===== config.mk =====
export PLATFORM = sky130hd
export DESIGN_NAME = axi_lite_slave_strb
export DESIGN_NICKNAME = d
export VERILOG_FILES = /design/src/rtl/axi_lite_slave_strb.sv
export SDC_FILE = /design/constraint.sdc
export NUM_CORES = 1
export LEC_CHECK = 0
export CAP_MARGIN = 20
export CORE_AREA = 4 4 120 122
export DETAILED_ROUTE_END_ITERATION = 8
export DIE_AREA = 0 0 124 126
export GPL_TIMING_DRIVEN = 0
export PLACE_DENSITY = 0.86
export SYNTH_ARGS = -nofsm -noshare
export SYNTH_HDL_FRONTEND = slang
export SYNTH_SLANG_ARGS = --single-unit

===== constraint.sdc =====
create_clock -name clk -period 2.1 [get_ports clk]
set_input_delay 0.42 -clock clk [delete_from_list [all_inputs] [get_ports clk]]
set_output_delay 0.42 -clock clk [all_outputs]
set_load 0.005 [all_outputs]

===== src/rtl/axi_lite_slave_strb.sv =====
// AXI4-Lite slave bridging bus transactions to a req/ack register port with byte strobes.
// Independent write and read engines, address-range DECERR and user-ack timeout SLVERR.
module axi_lite_slave_strb #(
    parameter int unsigned ADDR_WIDTH     = 16,
    parameter int unsigned DATA_WIDTH     = 32,
    parameter int unsigned STROBE_WIDTH   = DATA_WIDTH/8,
    parameter logic [63:0] ADDR_LIMIT     = 64'(1) << ADDR_WIDTH,
    parameter int unsigned TIMEOUT_CYCLES = 255
) (
    input  logic                    clk,
    input  logic                    rst,
    input  logic                    i_awvalid,
    input  logic [ADDR_WIDTH-1:0]   i_awaddr,
    output logic                    o_awready,
    input  logic                    i_wvalid,
    input  logic [DATA_WIDTH-1:0]   i_wdata,
    input  logic [STROBE_WIDTH-1:0] i_wstrb,
    output logic                    o_wready,
    output logic                    o_bvalid,
    input  logic                    i_bready,
    output logic [1:0]              o_bresp,
    input  logic                    i_arvalid,
    input  logic [ADDR_WIDTH-1:0]   i_araddr,
    output logic                    o_arready,
    output logic                    o_rvalid,
    input  logic                    i_rready,
    output logic [1:0]              o_rresp,
    output logic [DATA_WIDTH-1:0]   o_rdata,
    output logic                    o_wr_req,
    output logic [ADDR_WIDTH-1:0]   o_wr_addr,
    output logic [DATA_WIDTH-1:0]   o_wr_data,
    output logic [STROBE_WIDTH-1:0] o_wr_strb,
    input  logic                    i_wr_ack,
    input  logic                    i_wr_err,
    output logic                    o_rd_req,
    output logic [ADDR_WIDTH-1:0]   o_rd_addr,
    input  logic                    i_rd_ack,
    input  logic [DATA_WIDTH-1:0]   i_rd_data,
    input  logic                    i_rd_err
);

    localparam logic [1:0]  RESP_OKAY   = 2'b00;
    localparam logic [1:0]  RESP_SLVERR = 2'b10;
    localparam logic [1:0]  RESP_DECERR = 2'b11;
    localparam bit          TO_EN       = (TIMEOUT_CYCLES != 0);
    // Counter value during the last cycle req may be high: req spans exactly TIMEOUT_CYCLES cycles.
    localparam logic [15:0] TO_LAST     = 16'(TIMEOUT_CYCLES - 1);

    typedef enum logic [1:0] {W_COLLECT, W_USER, W_RESP} w_state_t;
    typedef enum logic [1:0] {R_IDLE, R_USER, R_DATA} r_state_t;

    // ---------------- write engine ----------------
    w_state_t                w_state_q, w_state_d;
    logic                    aw_held_q, aw_held_d, w_held_q, w_held_d;
    logic                    awready_d, wready_d, bvalid_d, wr_req_d;
    logic [1:0]              bresp_d;
    logic [ADDR_WIDTH-1:0]   wr_addr_d;
    logic [DATA_WIDTH-1:0]   wr_data_d;
    logic [STROBE_WIDTH-1:0] wr_strb_d;
    logic [15:0]             wcnt_q, wcnt_d;

    always_comb begin
        w_state_d = w_state_q;
        aw_held_d = aw_held_q;
        w_held_d  = w_held_q;
        awready_d = o_awready;
        wready_d  = o_wready;
        bvalid_d  = o_bvalid;
        bresp_d   = o_bresp;
        wr_req_d  = o_wr_req;
        wr_addr_d = o_wr_addr;
        wr_data_d = o_wr_data;
        wr_strb_d = o_wr_strb;
        wcnt_d    = wcnt_q;
        case (w_state_q)
            W_COLLECT: begin
                if (i_awvalid && o_awready) begin
                    aw_held_d = 1'b1;
                    wr_addr_d = i_awaddr;
                end
                if (i_wvalid && o_wready) begin
                    w_held_d  = 1'b1;
                    wr_data_d = i_wdata;
                    wr_strb_d = i_wstrb;
                end
                awready_d = !aw_held_d;
                wready_d  = !w_held_d;
                if (aw_held_d && w_held_d) begin
                    awready_d = 1'b0;
                    wready_d  = 1'b0;
                    if (64'(wr_addr_d) >= ADDR_LIMIT) begin
                        bvalid_d  = 1'b1;
                        bresp_d   = RESP_DECERR;
                        w_state_d = W_RESP;
                    end else begin
                        wr_req_d  = 1'b1;
                        wcnt_d    = '0;
                        w_state_d = W_USER;
                    end
                end
            end
            W_USER: begin
                wcnt_d = wcnt_q + 16'd1;
                if (i_wr_ack) begin
                    wr_req_d  = 1'b0;
                    bvalid_d  = 1'b1;
                    bresp_d   = i_wr_err ? RESP_SLVERR : RESP_OKAY;
                    w_state_d = W_RESP;
                end else if (TO_EN && wcnt_q == TO_LAST) begin
                    wr_req_d  = 1'b0;
                    bvalid_d  = 1'b1;
                    bresp_d   = RESP_SLVERR;
                    w_state_d = W_RESP;
                end
            end
            W_RESP: begin
                if (i_bready) begin
                    bvalid_d  = 1'b0;
                    aw_held_d = 1'b0;
                    w_held_d  = 1'b0;
                    awready_d = 1'b1;
                    wready_d  = 1'b1;
                    w_state_d = W_COLLECT;
                end
            end
            default: w_state_d = W_COLLECT;
        endcase
    end

    always_ff @(posedge clk) begin
        if (rst) begin
            w_state_q <= W_COLLECT;
            aw_held_q <= 1'b0;
            w_held_q  <= 1'b0;
            o_awready <= 1'b0;
            o_wready  <= 1'b0;
            o_bvalid  <= 1'b0;
            o_bresp   <= '0;
            o_wr_req  <= 1'b0;
            o_wr_addr <= '0;
            o_wr_data <= '0;
            o_wr_strb <= '0;
            wcnt_q    <= '0;
        end else begin
            w_state_q <= w_state_d;
            aw_held_q <= aw_held_d;
            w_held_q  <= w_held_d;
            o_awready <= awready_d;
            o_wready  <= wready_d;
            o_bvalid  <= bvalid_d;
            o_bresp   <= bresp_d;
            o_wr_req  <= wr_req_d;
            o_wr_addr <= wr_addr_d;
            o_wr_data <= wr_data_d;
            o_wr_strb <= wr_strb_d;
            wcnt_q    <= wcnt_d;
        end
    end

    // ---------------- read engine ----------------
    r_state_t              r_state_q, r_state_d;
    logic                  arready_d, rvalid_d, rd_req_d;
    logic [1:0]            rresp_d;
    logic [DATA_WIDTH-1:0] rdata_d;
    logic [ADDR_WIDTH-1:0] rd_addr_d;
    logic [15:0]           rcnt_q, rcnt_d;

    always_comb begin
        r_state_d = r_state_q;
        arready_d = o_arready;
        rvalid_d  = o_rvalid;
        rresp_d   = o_rresp;
        rdata_d   = o_rdata;
        rd_req_d  = o_rd_req;
        rd_addr_d = o_rd_addr;
        rcnt_d    = rcnt_q;
        case (r_state_q)
            R_IDLE: begin
                arready_d = 1'b1;
                if (i_arvalid && o_arready) begin
                    arready_d = 1'b0;
                    rd_addr_d = i_araddr;
                    if (64'(i_araddr) >= ADDR_LIMIT) begin
                        rvalid_d  = 1'b1;
                        rdata_d   = '0;
                        rresp_d   = RESP_DECERR;
                        r_state_d = R_DATA;
                    end else begin
                        rd_req_d  = 1'b1;
                        rcnt_d    = '0;
                        r_state_d = R_USER;
                    end
                end
            end
            R_USER: begin
                rcnt_d = rcnt_q + 16'd1;
                if (i_rd_ack) begin
                    rd_req_d  = 1'b0;
                    rvalid_d  = 1'b1;
                    rdata_d   = i_rd_data;
                    rresp_d   = i_rd_err ? RESP_SLVERR : RESP_OKAY;
                    r_state_d = R_DATA;
                end else if (TO_EN && rcnt_q == TO_LAST) begin
                    rd_req_d  = 1'b0;
                    rvalid_d  = 1'b1;
                    rdata_d   = '0;
                    rresp_d   = RESP_SLVERR;
                    r_state_d = R_DATA;
                end
            end
            R_DATA: begin
                if (i_rready) begin
                    rvalid_d  = 1'b0;
                    arready_d = 1'b1;
                    r_state_d = R_IDLE;
                end
            end
            default: r_state_d = R_IDLE;
        endcase
    end

    always_ff @(posedge clk) begin
        if (rst) begin
            r_state_q <= R_IDLE;
            o_arready <= 1'b0;
            o_rvalid  <= 1'b0;
            o_rresp   <= '0;
            o_rdata   <= '0;
            o_rd_req  <= 1'b0;
            o_rd_addr <= '0;
            rcnt_q    <= '0;
        end else begin
            r_state_q <= r_state_d;
            o_arready <= arready_d;
            o_rvalid  <= rvalid_d;
            o_rresp   <= rresp_d;
            o_rdata   <= rdata_d;
            o_rd_req  <= rd_req_d;
            o_rd_addr <= rd_addr_d;
            rcnt_q    <= rcnt_d;
        end
    end

endmodule


==> results of run 1 <==
-- registers in the layout, summed over array words and instances (netlist names) --
register and cells:
o_rdata 32, o_wr_data 32, o_rd_addr 16, o_wr_addr 16, rcnt_q 16, wcnt_q 16, o_wr_strb 4, r_state_q 2
w_state_q 2, aw_held_q 1, o_arready 1, o_awready 1, o_bresp 1, o_bvalid 1, o_rd_req 1, o_rresp 1
o_rvalid 1, o_wr_req 1, o_wready 1, w_held_q 1
-- cells in the final DEF (no fill, tap or decap), types with 4 or more instances in the layout --
master           count
clkbuf_1            33
buf_2               10
nand2b_1             4
o211ai_1             4
or4_1                8
inv_1               12
clkbuf_2             5
or3_1                5
nand3_1             20
ha_1                 4
nor2_1              24
clkdlybuf4s50_1    218
nor3_1               5
nand4b_1             5
a31oi_1              6
clkbuf_16           17
nand2_1            184
a21oi_1            123
o311ai_0             4
and3_1               4
nand4_1              6
dfxtp_1            147
a311oi_1             4
o31ai_1              7
o21ai_0             40
-- final timing paths --
| kind | start | slack [ns] | endpoint | depth (start not counted) |
|---|---|---|---|---|
| setup reg to reg | rcnt_q[1]$_SDFFE_PP0P_ | 0.16 | rcnt_q[14]$_SDFFE_PP0P_ | 5 |
| hold / removal | o_wr_data[7]$_SDFFE_PP0P_ | 0.45 | o_wr_data[7]$_SDFFE_PP0P_ | 2 |
| hold reg to reg | o_wr_data[7]$_SDFFE_PP0P_ | 0.45 | o_wr_data[7]$_SDFFE_PP0P_ | 2 |
| setup / recovery | rcnt_q[1]$_SDFFE_PP0P_ | 0.16 | rcnt_q[14]$_SDFFE_PP0P_ | 5 |
-- stage by stage --
step	power [mW]	hold WS, ns	instances	setup slack (ns)	util (%)
floorplan	3.37	0.439	715	0.427	-
global route	7.21	0.465	1138	0.0364	66.8
detailed placement	3.93	0.446	1109	-0.327	62.1
CTS	6.99	0.454	1138	0.105	66.7
finish	6.96	0.452	1138	0.162	66.8
global placement	3.92	0.441	1109	-0.286	62.1
-- where the power goes --
group | switching, mW | total [mW] | internal (mW) | leakage [nW]
registers | 0.0763 | 2.98 | 2.91 | 1.19
logic | 0.413 | 0.897 | 0.484 | 1.57
clock network | 1.14 | 3.08 | 1.95 | 0.287
-- worst reg2reg max path, cell delays in order, from the launching register on --
cell and delay, ns:
dfxtp_1 0.42, ha_1 0.24, nand3_1 0.24, or4_1 0.48
or3_1 0.32, a31oi_1 0.16
-- cells by family (layout without fill, tap and decap cells) --
logic type,Yosys count,count (layout),share of synthesized area [%]
AO/OA/AOI/OAI,206,206,20.0
XOR/XNOR,3,3,0.454
adder cells (fa/ha/maj),4,4,0.865
buffers and inverters,61,308,4.30
flip-flops,147,147,50.8
multiplexers,2,2,0.389
other,1,2,0.0648
AND/OR/NAND/NOR,290,290,23.1
-- cell type report --
class,count,share of cell area [%]
clock buffer,21,5.34
clock inverter,8,1.45
inverter,12,0.511
timing repair buffer,218,24.8
sequential,147,33.4
multi-input combinational,507,29.7
tap,176,2.50
buffer,49,2.38
-- metal layers --
layer / share of wire (%) / up-vias / track usage [%]
met4: 3.2 / 2 / 10.8
met5: 0.069 / - / 0
met3: 9.6 / 49 / 8.52
li1: - / 2965 / -
met2: 48 / 282 / 38.8
met1: 40 / 2793 / 27.4
==> results.toml, run 1 <==
[final_layout]
drive_above_1_share_pct = 5.82
antenna_cells = 0
regArea_um2 = 2940
area_growth_pct = 52.3
fillCellCount = 1061
final_nets = 1067
final_cell_area_um2 = 8810
multi_input_area_um2 = 2620

[timing]
report.final.slew_viol_count = 0
fin_crit_sh_pct = 92.3
max_freq_mhz = 516
tightest_slew_ns = 0.692
setup_tns_ns = 0
maxSlewHeadroom_pct = 53.9
hold_viol = 0
rsz0062_at_grt = "no"
finalCriticalPeriod_ns = 1.94
setup_violations = 0
fin_skew_ns = 0.00958

[setup_path]
path_delay_family = "simple AND/OR/NAND/NOR gates"
critPathSlowestCell = "or4_1"
critical_path_class = "reg -> reg"
path_cells = "ha_1 > nand3_1 > or4_1 > or3_1 > a31oi_1"
worstPathArrival_ns = 2.28
endpoint_kind = "flop"
worst-endpoint-required_ns = 2.44
cp_max_fo = 8
critPathMaxStageDelay_ns = 0.48
cp-start-kind = "flop"
critPathBufInv = 0

[detailed_routing]
ant_nets = 0
drtIter0Drc = 511
viasPerCell = 5.35
num_vias = 6091
dr.pass1.iters = 5
wirelength_mm = 18.8
drc = 0
routedWlPerCell_um = 16.5

[power]
p_leak_nw = 3.05
powerDensity_nw_per_um2 = 790
ir_drop_mv = 0.562

[clocking]
h-tree-depth = 4
cts_root_buf = "clkbuf_16"
cts.sinks = 147
cts_resized = 1
postCtsHoldBufs = 0
clk-insertion-delay-late_ns = 0.42
cts_tree = "yes"
cts_made_buffers = 17
clockBufferDepth = 2
cts_setup_buffers = 0
clk_pin_slew_worst_paths_ns = 0.06

[outcome]
outcome = "finished clean"

[synthesis]
synthDistinctLibCells = 49
synthArstFlopShare_pct = 0
yosysMostFrequentCell = "nand2_1"
syn_area_um2 = 5790
synth_top_area_share_pct = 50.8
synth_area_leaders = "dfxtp_1 51%, nand2_1 12%, a21oi_1 11%, o21ai_0 3.5%, clkbuf_1 2.4%"
synth_seq_area_share_pct = 50.8
syn_inst = 714
yosys-top-cells-count = "184 x nand2_1, 147 x dfxtp_1, 123 x a21oi_1, 40 x o21ai_0, 37 x clkbuf_1"
synth_top_area_cell = "dfxtp_1"
synth_ff_type = "dfxtp_1"
synth_seq_cells = 147
synth_edf_count = 0
synth_area_per_cell_um2 = 8.11
yosysWarnings = 0

[placed_design]
place_congestion = 0.865
io_buffers = 218
place_area_um2 = 8190
place_hpwl_mm = 13.7

[global_route]
grt_pass1_wl_mm = 29.1
grt.total_usage_pct = 23.7
antenna_found_initial = 1
grt_max_degree = 17
grt_overflow = 0
first_global_vias = 5817

[floorplan]
initial_utilization_pct = 43.9
die_area_um2 = 15600
fp-row-count = 42
fp.dieH_um = 126
io_pins = 222
die_w_um = 124
coreArea_um2 = 13200

[hold_path]
holdCritPathClass = "reg -> reg"

[run]
maxCapViolCount = 0
Note: power is estimated with default switching activity, not from simulation.
==> run 2: changes to the inputs <==
--- a/config.mk
+++ b/config.mk
@@ -6,9 +6,10 @@
 export NUM_CORES = 1
 export LEC_CHECK = 0
 export CAP_MARGIN = 20
-export CORE_AREA = 4 4 120 122
+export CORE_AREA = 2 2 118 120
+export CTS_BUF_LIST = sky130_fd_sc_hd__clkbuf_8 sky130_fd_sc_hd__clkbuf_16
 export DETAILED_ROUTE_END_ITERATION = 8
-export DIE_AREA = 0 0 124 126
+export DIE_AREA = 0 0 120 122
 export GPL_TIMING_DRIVEN = 0
 export PLACE_DENSITY = 0.86
 export SYNTH_ARGS = -nofsm -noshare
==> constraint.sdc (replaced) <==
create_clock -name clk -period 1.9 [get_ports clk]
set_input_delay 0.38 -clock clk [delete_from_list [all_inputs] [get_ports clk]]
set_output_delay 0.38 -clock clk [all_outputs]
set_load 0.005 [all_outputs]
==> run 2 against run 1 <==
  * Register-to-register slack got worse by 0.06 ns
  * Maximum frequency rose by 7.8%
  * Global-route usage rose by 1.2 points
  * Wire length rose by 0.55%
  * Clock-buffer cell count fell by 1
  * Final area rose by 1.4%
  * Largest cell class unchanged
  * First-iteration DRC count fell by 5.7%
  * Clock power rose by 18%
==> results.toml, run 2 (synthesized netlist as in run 1, its figures left out) <==
[final_layout]
final_cell_mix = "218 x clkdlybuf4s50_1, 184 x nand2_1, 145 x dfxtp_1"
fin_cells = 1144
final_common_cell = "clkdlybuf4s50_1"
utilization_pct = 66.2
antenna_cells = 0
multi_input_area_um2 = 2660
regArea_um2 = 2950
final_nets = 1067
largest_registers = "o_rdata (32), o_wr_data (32)"
area_growth_pct = 54.5
drive_above_1_share_pct = 7.26
final_cell_area_um2 = 8940
fillCellCount = 1072

[placed_design]
place_hpwl_mm = 13.3
place_congestion = 0.921
place_area_um2 = 8200
io_buffers = 218
place_inst = 1113

[timing]
rsz0062_at_grt = "no"
setup_tns_ns = 0
hold_viol = 0
tightest_slew_ns = 0.697
max_freq_mhz = 556
fin_crit_sh_pct = 94.6
setup_violations = 0
fin_skew_ns = 0.00680
finalCriticalPeriod_ns = 1.80
maxSlewHeadroom_pct = 53.5
report.final.slew_viol_count = 0

[floorplan]
fp-row-count = 43
initial_utilization_pct = 42.9
die_w_um = 120
die_area_um2 = 14600
fp.dieH_um = 122
io_pins = 222
coreArea_um2 = 13500

[setup_path]
r2r_slack_ns = 0.10
worst-endpoint-required_ns = 2.24
cp-start-kind = "flop"
rr_startpoint = "rcnt_q[8]$_SDFFE_PP0P_"
critical_path_class = "reg -> reg"
cp_max_fo = 7
endpoint_kind = "flop"
worstPathArrival_ns = 2.14
reg2regPathDepth = 4
r2r_end = "rcnt_q[13]$_SDFFE_PP0P_"

[clocking]
cts_made_buffers = 17
h-tree-depth = 4
postCtsHoldBufs = 0
cts_setup_buffers = 0
clk_pin_slew_worst_paths_ns = 0.06
clk-insertion-delay-late_ns = 0.42
cts_root_buf = "clkbuf_16"
clockBufferDepth = 2
cts_tree = "yes"
cts.sinks = 147

[detailed_routing]
routedWlPerCell_um = 16.5
num_vias = 6165
drtIter0Drc = 482
drc = 0
wirelength_mm = 18.9
dr.pass1.iters = 5
viasPerCell = 5.39
ant_nets = 0

[global_route]
grt.total_usage_pct = 24.9
grt_max_degree = 17
grt_overflow = 0
antenna_found_initial = 0
first_global_vias = 5689
grt_pass1_wl_mm = 28.7

[run]
maxCapViolCount = 0

[hold_path]
hold_start = "o_wr_addr[12]$_SDFFE_PP0P_"
holdPathEnd = "o_wr_addr[12]$_SDFFE_PP0P_"
whs_path_depth = 2
holdCritPathClass = "reg -> reg"

[power]
p_leak_nw = 3.10
powerDensity_nw_per_um2 = 887
ir_drop_mv = 0.617
p_total_mw = 7.93

[outcome]
outcome = "finished clean"
## run 2: cell count changes in the layout (fill, tap and decap cells not counted), sizes merged
cell | before | now
clkinv | 2 | 3
bufinv | 3 | 4
buf | 12 | 15
inv | 13 | 15
clkinvlp | 2 | 1
clkbuf | 58 | 54
## run 2: stage by stage
step	setup slack, ns	hold WS (ns)
3_3_place_gp	-0.445	0.441
2_1_floorplan	0.227	0.439
4_1_cts	0.00418	0.454
6_report	0.102	0.451
3_5_place_dp	-0.455	0.446
5_1_grt	0.00151	0.473
## run 2: where the power goes
part	internal [mW]	total (mW)	switching (mW)
clock network	2.31	3.63	1.33
logic	0.541	1.00	0.459
registers	3.21	3.30	0.0850
total	6.06	7.93	1.87
## run 2: layer usage
layer / global-route usage [%] / vias to the layer above / part of all wire [%]
met5: 0 / - / 0
met4: 8.75 / 0 / 1.9
met3: 9.97 / 29 / 8.7
met2: 43.5 / 272 / 51
met1: 27.3 / 2897 / 38
li1: - / 2967 / -
## run 2: critical path: stages (launching register included)
cell     delay [ns]
dfxtp_1        0.48
nand3_1        0.16
or4_1          0.58
or3_1          0.33
a31oi_1        0.17
## run 2: how the worst max path moves through the flow
| stage | startpoint | slack, ns | to |
|---|---|---|---|
| 2_1_floorplan | rcnt_q[0]$_SDFFE_PP0P_ | 0.23 | rcnt_q[14]$_SDFFE_PP0P_ |
| 3_3_place_gp | i_arvalid | -0.44 | rcnt_q[0]$_SDFFE_PP0P_ |
| 3_5_place_dp | i_arvalid | -0.45 | rcnt_q[0]$_SDFFE_PP0P_ |
| 4_1_cts | r_state_q[1]$_SDFFE_PP0P_ | 0.004 | rcnt_q[1]$_SDFFE_PP0P_ |
| 5_1_grt | rcnt_q[8]$_SDFFE_PP0P_ | 0.002 | rcnt_q[13]$_SDFFE_PP0P_ |
| 6_report | rcnt_q[8]$_SDFFE_PP0P_ | 0.10 | rcnt_q[13]$_SDFFE_PP0P_ |
## run 2: area by class of cell
class                           count  share of cell area (%)
Inverter                           12                   0.504
Timing Repair Buffer              218                    24.4
Buffer                             49                    2.65
Clock inverter                     11                    1.96
Clock buffer                       20                    5.22
Sequential cell                   147                    32.9
Tap cell                          180                    2.52
Multi-Input combinational cell    507                    29.8
## run 2: what timing repair did
item                                    4_1_cts  5_1_grt
endpoints found under the setup margin       60       46
resized for setup                             8       34
pin swaps                                     1        1
